File: config.mk
export PLATFORM = sky130hd
export DESIGN_NAME = pipeline_stall_controller
export DESIGN_NICKNAME = d
export VERILOG_FILES = /design/src/rtl/pipeline_stall_controller.sv
export SDC_FILE = /design/constraint.sdc
export NUM_CORES = 1
export LEC_CHECK = 0
export ABC_AREA = 1
export CORE_MARGIN = 2
export CORE_UTILIZATION = 35
export CTS_BUF_LIST = sky130_fd_sc_hd__clkbuf_4
export DETAILED_ROUTE_END_ITERATION = 16
export SLEW_MARGIN = 30
export SYNTH_ARGS = -nofsm -noshare
export SYNTH_HDL_FRONTEND = slang
export SYNTH_SLANG_ARGS = --single-unit
File: constraint.sdc
create_clock -name clk_i -period 2.8 [get_ports clk_i]
set_input_delay 0.56 -clock clk_i [delete_from_list [all_inputs] [get_ports clk_i]]
set_output_delay 0.56 -clock clk_i [all_outputs]
set_load 0.02 [all_outputs]
File: src/rtl/pipeline_stall_controller.sv
// Central pipeline sequencer: merges load-use, branch-redirect and memory-wait requests
// into per-stage enables and flushes, with a memory-wait watchdog and saturating counters.
module pipeline_stall_controller #(
  parameter int MEM_TIMEOUT = 64,
  parameter int CNT_WIDTH   = 16
) (
  input  logic                 clk_i,
  input  logic                 rst_i,
  input  logic                 stall_pipeline_i,
  input  logic                 branch_taken_EXE_i,
  input  logic                 dmem_busy_MEM_i,
  output logic                 pc_en_o,
  output logic                 if_id_en_o,
  output logic                 id_exe_en_o,
  output logic                 exe_mem_en_o,
  output logic                 mem_wb_en_o,
  output logic                 flush_if_id_o,
  output logic                 flush_id_exe_o,
  output logic                 mem_wait_o,
  output logic                 fatal_err_o,
  output logic [CNT_WIDTH-1:0] stall_cycles_o,
  output logic [CNT_WIDTH-1:0] flush_count_o
);

  localparam logic STALL_PIPELINE = 1'b1;
  localparam int WAIT_W = $clog2(MEM_TIMEOUT + 1);
  localparam logic [WAIT_W-1:0] WAIT_LAST = WAIT_W'(MEM_TIMEOUT - 1);

  typedef enum logic [1:0] {
    RUN      = 2'd0,
    MEM_WAIT = 2'd1,
    ERROR    = 2'd2
  } state_t;

  state_t            state;
  state_t            state_nxt;
  logic [WAIT_W-1:0] wait_cnt;
  logic              rule_busy;
  logic              rule_branch;
  logic              rule_stall;

  function automatic logic [CNT_WIDTH-1:0] sat_inc(input logic [CNT_WIDTH-1:0] v);
    return (&v) ? v : v + CNT_WIDTH'(1);
  endfunction

  always_ff @(posedge clk_i or posedge rst_i) begin
    if (rst_i) state <= RUN;
    else       state <= state_nxt;
  end

  always_comb begin
    state_nxt = state;
    case (state)
      RUN: begin
        if (dmem_busy_MEM_i) state_nxt = (MEM_TIMEOUT <= 1) ? ERROR : MEM_WAIT;
      end
      MEM_WAIT: begin
        if (!dmem_busy_MEM_i)           state_nxt = RUN;
        else if (wait_cnt == WAIT_LAST) state_nxt = ERROR;
      end
      ERROR:   state_nxt = ERROR;
      default: state_nxt = RUN;
    endcase
  end

  // Request priority: error freeze, memory wait, branch flush, load-use bubble
  always_comb begin
    rule_busy   = (state != ERROR) && dmem_busy_MEM_i;
    rule_branch = (state != ERROR) && !dmem_busy_MEM_i && branch_taken_EXE_i;
    rule_stall  = (state != ERROR) && !dmem_busy_MEM_i && !branch_taken_EXE_i &&
                  (stall_pipeline_i == STALL_PIPELINE);
  end

  always_comb begin
    pc_en_o        = 1'b0;
    if_id_en_o     = 1'b0;
    id_exe_en_o    = 1'b0;
    exe_mem_en_o   = 1'b0;
    mem_wb_en_o    = 1'b0;
    flush_if_id_o  = 1'b0;
    flush_id_exe_o = 1'b0;
    mem_wait_o     = (state == MEM_WAIT);
    if (!rst_i && (state != ERROR) && !dmem_busy_MEM_i) begin
      pc_en_o        = !rule_stall;
      if_id_en_o     = !rule_stall;
      id_exe_en_o    = 1'b1;
      exe_mem_en_o   = 1'b1;
      mem_wb_en_o    = 1'b1;
      flush_if_id_o  = rule_branch;
      flush_id_exe_o = rule_branch || rule_stall;
    end
  end

  // Watchdog count of consecutive busy edges; held once frozen in ERROR
  always_ff @(posedge clk_i or posedge rst_i) begin
    if (rst_i) begin
      wait_cnt <= '0;
    end else begin
      case (state)
        RUN:      wait_cnt <= dmem_busy_MEM_i ? WAIT_W'(1) : '0;
        MEM_WAIT: wait_cnt <= dmem_busy_MEM_i ? wait_cnt + WAIT_W'(1) : '0;
        default:  wait_cnt <= wait_cnt;
      endcase
    end
  end

  always_ff @(posedge clk_i or posedge rst_i) begin
    if (rst_i) begin
      fatal_err_o    <= 1'b0;
      stall_cycles_o <= '0;
      flush_count_o  <= '0;
    end else begin
      fatal_err_o <= fatal_err_o || (state_nxt == ERROR);
      if (rule_busy || rule_stall) stall_cycles_o <= sat_inc(stall_cycles_o);
      if (rule_branch)             flush_count_o  <= sat_inc(flush_count_o);
    end
  end

endmodule

==> out/qor.txt, run 1 <==
status: finished clean
number of global-route vias before repair: 2103
worst stage delay on the critical path: 0.62 ns
Yosys reg bits: 42
Core Util, Final: 44.1%
crit path kind: in -> out
P&R area growth vs syn: 23.4%
Final Hold Viols: 0
CP startpoint kind: input port
Pwr Density: 296 nW/um^2
max-slew violations: 0
fillcell total: 761
max cap viols: 0
GR Util All Layers: 15.2%
H-tree level count: 2
initial antenna violation count: 0
largest net degree at the start of global routing: 43
yosys warns: 0
clock share of power: 32.2%
final cell count without fillers: 507
postcts setup bufs: 0
Clock Skew: 0.00628 ns
DRC viols: 0
Fmax: 0.387 GHz
Reg power frac: 65.4%
first-pass GRT wire length: 9.64 mm
Clock Tree Buf Depth: 2
total power: 0.930 mW
Vias: 2318
CP max FO: 4
Initial DRT Pass Iterations: 4
total CTS buffers: 5
setup TNS: 0 ns
synth top area cells: dfrtp_1, nand2_1, nor2_1, xnor2_1, inv_1
largest vdd supply drop: 0.000130 V
top cells by count, synth: nand2_1, dfrtp_1, nor2_1
P_int: 0.729 mW
Post-synth top flop: dfrtp_1
Placer Congestion: 0.788
Req. time, crit path: 2.24 ns
layout cells sized above 1: 5.88%
register area share after synthesis: 41.2%
P_leak: 1.51 nW
initial core utilization: 35.7%
P_sw: 0.202 mW
synthesized cell area: 2550 um^2
Worst-Margin Slew: 0.542 ns
number of diodes: 0
Resized Gates After CTS: 0
die area: 7980 um^2
Mapped Cells: 361
I/O Pins: 46
grt ovf: 0
top-count cell post-synth: nand2_1
CTS tree: done
height of the die: 89.3 um
Worst slew margin: 63.8%
DR vias/cell: 4.57
crit path max-delay cell type: clkdlybuf4s50_1
final setup vio count: 0
Syn Area/Cell: 7.06 um^2
DRT antenna net count: 0
asr flop ratio synth: 100%
Routed Wire Length: 5.69 mm
Comb power frac: 2.5%
crit-path cells: clkdlybuf4s50_1 > inv_1 > nand2_1 > nor3_1 > clkdlybuf4s50_1
row count: 31
Die Width: 89.3 um
Period minus WS final: 2.58 ns
top cell type's share of synthesized area: 41.2%
CTS root buf: clkbuf_4
count of different cell masters after synthesis: 33
fin crit share: 92.2%
CP endpoint kind: primary output
Hold Buf Count CTS: 0
DPL Wire Length: 4.07 mm
cell taking the most area after synthesis: dfrtp_1
r2r setup slk: 0.74 ns
Routed WL per cell: 11.2 um
FF-to-FF path depth: 8
core area: 7140 um^2
HP Class: reg -> reg
final net count: 416
port bufs: 45
Sink Count: 42
switching part of the total: 21.7%
EDFF count, synth: 0
Arr. time, crit path: 2.02 ns
Cells after DPL: 500
Worst-path clk slew: 0.12 ns
clk_lat worst skew: 0.34 ns
Syn Nets: 369
RSZ-0062 raised after global routing: no
DR iter-0 viols: 129
Most common cell on crit path: clkdlybuf4s50_1
WHS Path Cells: 1
logic make-up (layout without fill, tap and decap cells):
| logic type | count (synthesis) | count (layout) | share of synthesized area, % |
|---|---|---|---|
| adders and majority gates | 3 | 3 | 1.47 |
| and+or+nand+nor | 238 | 238 | 38.4 |
| buffers and inverters | 41 | 88 | 7.71 |
| xor gates and xnor gates | 15 | 15 | 5.15 |
| DFF | 42 | 42 | 41.2 |
| AOI/OAI and AO/OA | 22 | 22 | 6.04 |
flip-flops by register name, indices dropped and copies added (netlist names):
name and flops:
wait_cnt 7, fatal_err_o 1, stall_cycles_o 16, state 2
flush_count_o 16
critical path: cells and delay by family:
family	cells	cell delay, ns
AND/OR/NAND/NOR	2	0.28
buffers and inverters	3	1.18
power by group through the flow:
| stage | registers (mW) | clock network [mW] | logic (mW) |
|---|---|---|---|
| CTS | 0.608 | 0.320 | 0.0243 |
| detailed placement | 0.620 | 0 | 0.0241 |
| finish | 0.608 | 0.299 | 0.0229 |
| global placement | 0.620 | 0 | 0.0243 |
| global route | 0.608 | 0.339 | 0.0269 |
| floorplan | 0.619 | 0 | 0.0119 |
final cells by class:
type                       count  area [um^2]  share of cell area [%]
sequential                    42         1050                    33.4
tap                           99          124                    3.94
inverter                      33          128                    4.06
timing repair buffer          48          488                    15.5
clock buffer                   7         52.6                    1.67
multi-input combinational    278         1300                    41.4
layout by cell type (no fill, tap or decap):
master / count
a211oi_1: 1
a21boi_2: 1
a21oi_1: 2
a22o_1: 2
buf_4: 3
clkbuf_4: 7
clkdlybuf4s50_1: 39
clkinv_1: 1
clkinv_2: 1
dfrtp_1: 42
dlymetal6s2s_1: 6
ha_1: 3
inv_1: 29
inv_2: 1
inv_4: 1
nand2_1: 165
nand2_2: 1
nand2_4: 1
nand3_1: 16
nand3_2: 1
nand3b_1: 1
nand4_1: 9
nor2_1: 37
nor2_2: 3
nor2_4: 1
nor3_1: 1
nor3b_1: 1
o21a_1: 1
o21ai_0: 11
o21ai_4: 2
o22ai_1: 2
or2_2: 1
xnor2_1: 13
xor2_1: 2
worst paths after layout:
kind                                  start                end
max in group asynchronous             rst_i  stall_cycles_o[4]
min in group asynchronous             rst_i   flush_count_o[8]
max                         dmem_busy_MEM_i      flush_if_id_o
min                             fatal_err_o        fatal_err_o
max reg2reg                flush_count_o[0]  flush_count_o[11]
min reg2reg                     fatal_err_o        fatal_err_o
per-stage QoR:
stage,area (um^2),hold slack [ns],setup WS (ns)
2_1_floorplan,2550,0.503,0.645
3_3_place_gp,3080,0.454,0.109
3_5_place_dp,3080,0.460,0.0690
4_1_cts,3130,0.489,0.0596
5_1_grt,3140,0.518,0.127
6_report,3140,0.479,0.218
per-layer routing:
metal / GRT usage (%) / vias up / wire [um]
met1: 21.3 / 1051 / 2800
met5: 0 / - / 0
met4: 3.66 / 0 / 63
li1: - / 1214 / -
met3: 3.05 / 5 / 234
met2: 24.4 / 48 / 2590
(Power assumes the default switching activity.)
==> run 2, diff against run 1 <==
--- a/config.mk
+++ b/config.mk
@@ -6,10 +6,12 @@
 export NUM_CORES = 1
 export LEC_CHECK = 0
 export ABC_AREA = 1
+export CORE_ASPECT_RATIO = 1.1
 export CORE_MARGIN = 2
 export CORE_UTILIZATION = 35
 export CTS_BUF_LIST = sky130_fd_sc_hd__clkbuf_4
 export DETAILED_ROUTE_END_ITERATION = 16
+export MAX_ROUTING_LAYER = met4
 export SLEW_MARGIN = 30
 export SYNTH_ARGS = -nofsm -noshare
 export SYNTH_HDL_FRONTEND = slang
==> constraint.sdc (replaced) <==
create_clock -name clk_i -period 3.22 [get_ports clk_i]
set_input_delay 0.644 -clock clk_i [delete_from_list [all_inputs] [get_ports clk_i]]
set_output_delay 0.644 -clock clk_i [all_outputs]
set_load 0.02 [all_outputs]
==> run 2 against run 1 <==
  * Routed wire length rose by 1.1%
  * Final cell count decreased by 3.0%
  * Power down 12%
  * Critical path type unchanged
==> out/qor.txt, run 2 (synthesized netlist as in run 1, its figures left out) <==
status: finished clean
I/O Pins: 46 (unchanged)
postcts setup bufs: 0 (unchanged)
initial core utilization: 36.2% (+0.46 points)
crit-path cells: clkdlybuf4s50_1 > inv_1 > nand2_1 > nor2_1 > o21a_1 > clkdlybuf4s50_1
crit path kind: in -> out
CP max FO: 4 (unchanged)
HP Class: reg -> reg
biggest registers after layout: flush_count_o x16, stall_cycles_o x16, wait_cnt x7
CP startpoint kind: input port
DPL Wire Length: 4.13 mm (+1.4%)
Arr. time, crit path: 2.27 ns (+0.25 ns)
Hold Buf Count CTS: 0 (unchanged)
row count: 32 (+3.2%)
number of global-route vias before repair: 2237 (+6.4%)
Clock Tree Buf Depth: 2 (unchanged)
DRC viols: 0 (unchanged)
cell area after layout: 3100 um^2 (-1.5%)
Die Width: 85.4 um (-4.4%)
DR top layer: met4
worst stage delay on the critical path: 0.59 ns (-0.03 ns)
GR Util All Layers: 16.3% (+1.0 points)
cell family with most CP delay: buffers and inverters
Routed WL per cell: 11.7 um (+4.2%)
final net count: 414 (-0.48%)
Routed Wire Length: 5.75 mm (+1.1%)
largest net degree at the start of global routing: 43 (unchanged)
die area: 7980 um^2 (about the same)
DR vias/cell: 4.77 (+4.3%)
Most common cell on crit path: clkdlybuf4s50_1
first-pass GRT wire length: 10.3 mm (+6.7%)
Worst-Margin Slew: 0.541 ns (-0.00170 ns)
number of diodes: 0 (unchanged)
CP endpoint kind: primary output
setup TNS: 0 ns (unchanged)
largest vdd supply drop: 0.000162 V (+25%)
P_leak: 1.39 nW (-8.1%)
Clock Skew: 0.0151 ns (+0.00883 ns)
RSZ-0062 raised after global routing: no
CTS root buf: clkbuf_4
Resized Gates After CTS: 0 (unchanged)
DR iter-0 viols: 131 (+1.6%)
Worst-path clk slew: 0.13 ns (about the same)
final setup vio count: 0 (unchanged)
Worst slew margin: 64.0% (+0.11 points)
fin crit share: 90.6%
max cap viols: 0 (unchanged)
Placer Congestion: 0.841 (+6.8%)
Sink Count: 42 (unchanged)
crit path max-delay cell type: clkdlybuf4s50_1
core area: 7050 um^2 (-1.3%)
metal3 WL: 242 um (+3.4%)
height of the die: 93.5 um (+4.7%)
Fmax: 0.343 GHz
Vias: 2347 (+1.3%)
max-slew violations: 0 (unchanged)
Final Hold Viols: 0 (unchanged)
Bufs and invs on worst path: 3 (unchanged)
commonest non-fill, non-tap cell in the layout: nand2_1
layout cells sized above 1: 5.41% (-0.48 points)
port bufs: 45 (unchanged)
P&R area growth vs syn: 21.6%
Post-DP Area: 3040 um^2 (-1.1%)
DRT antenna net count: 0 (unchanged)
CTS tree: done
Req. time, crit path: 2.58 ns (+0.34 ns)
H-tree level count: 2 (unchanged)
fillcell total: 720 (-5.4%)
Initial DRT Pass Iterations: 4 (unchanged)
Period minus WS final: 2.92 ns
total CTS buffers: 5 (unchanged)
initial antenna violation count: 0 (unchanged)
M1 WL: 2.68 mm (-4.2%)
met2 WL post-DR: 2.75 mm (+6.3%)
most frequent cells in the layout: nand2_1, clkdlybuf4s50_1, dfrtp_1, nor2_1, inv_1
Pwr Density: 265 nW/um^2 (-10%)
grt ovf: 0 (unchanged)
clk_lat worst skew: 0.36 ns (+0.02 ns)
r2r setup slk: 1.19 ns (+0.45 ns)
[run 2: cell types whose count changed in the layout (fill, tap and decap cells not counted)]
cell / change
clkbuf_4: -1
clkdlybuf4s50_1: +6
dlymetal6s2s_1: -6
buf_4: -2
clkinv_1: +1
clkinv_2: +1
[run 2: final cells by class]
| type | count | area (um^2) | area share (%) |
|---|---|---|---|
| flip-flops and latches | 42 | 1050 | 33.9 |
| repair buffers | 46 | 458 | 14.8 |
| clock inverters | 2 | 8.76 | 0.283 |
| well taps | 85 | 106 | 3.43 |
| clock buffers | 6 | 45.0 | 1.45 |
| multi-input cells | 278 | 1300 | 42.0 |
| inverters | 33 | 128 | 4.12 |
[run 2: final timing paths]
check                                        end        startpoint  depth (start not counted)
worst max-delay path              flush_id_exe_o   dmem_busy_MEM_i                          6
worst min-delay path                 fatal_err_o       fatal_err_o                          1
worst max register to register  flush_count_o[0]  flush_count_o[0]                          8
worst min register to register       fatal_err_o       fatal_err_o                          1
max in group asynchronous       flush_count_o[1]             rst_i                          3
min in group asynchronous       flush_count_o[7]             rst_i                          3
[run 2: layer usage]
| metal | global-route usage, % | up-vias |
|---|---|---|
| li1 | - | 1209 |
| met5 | - | - |
| met3 | 3.00 | 7 |
| met1 | 20.2 | 1082 |
| met4 | 5.16 | 0 |
| met2 | 27.0 | 49 |
[run 2: where the power goes]
part	internal (mW)	leakage, nW	switching, mW
combinational	0.00612	0.798	0.0137
clock	0.0908	0.0331	0.183
sequential	0.528	0.559	0.000706
[run 2: metrics by stage]
stage	cells	setup slack, ns	utilization (%)	total power [mW]	hold slack [ns]
after floorplan	361	0.897	-	0.549	0.503
after global placement	484	0.312	43.2	0.560	0.454
after detailed placement	484	0.278	43.2	0.560	0.466
after CTS	492	0.276	44.0	0.837	0.497
after global routing	492	0.157	44.0	0.861	0.503
final	492	0.304	44.0	0.822	0.484
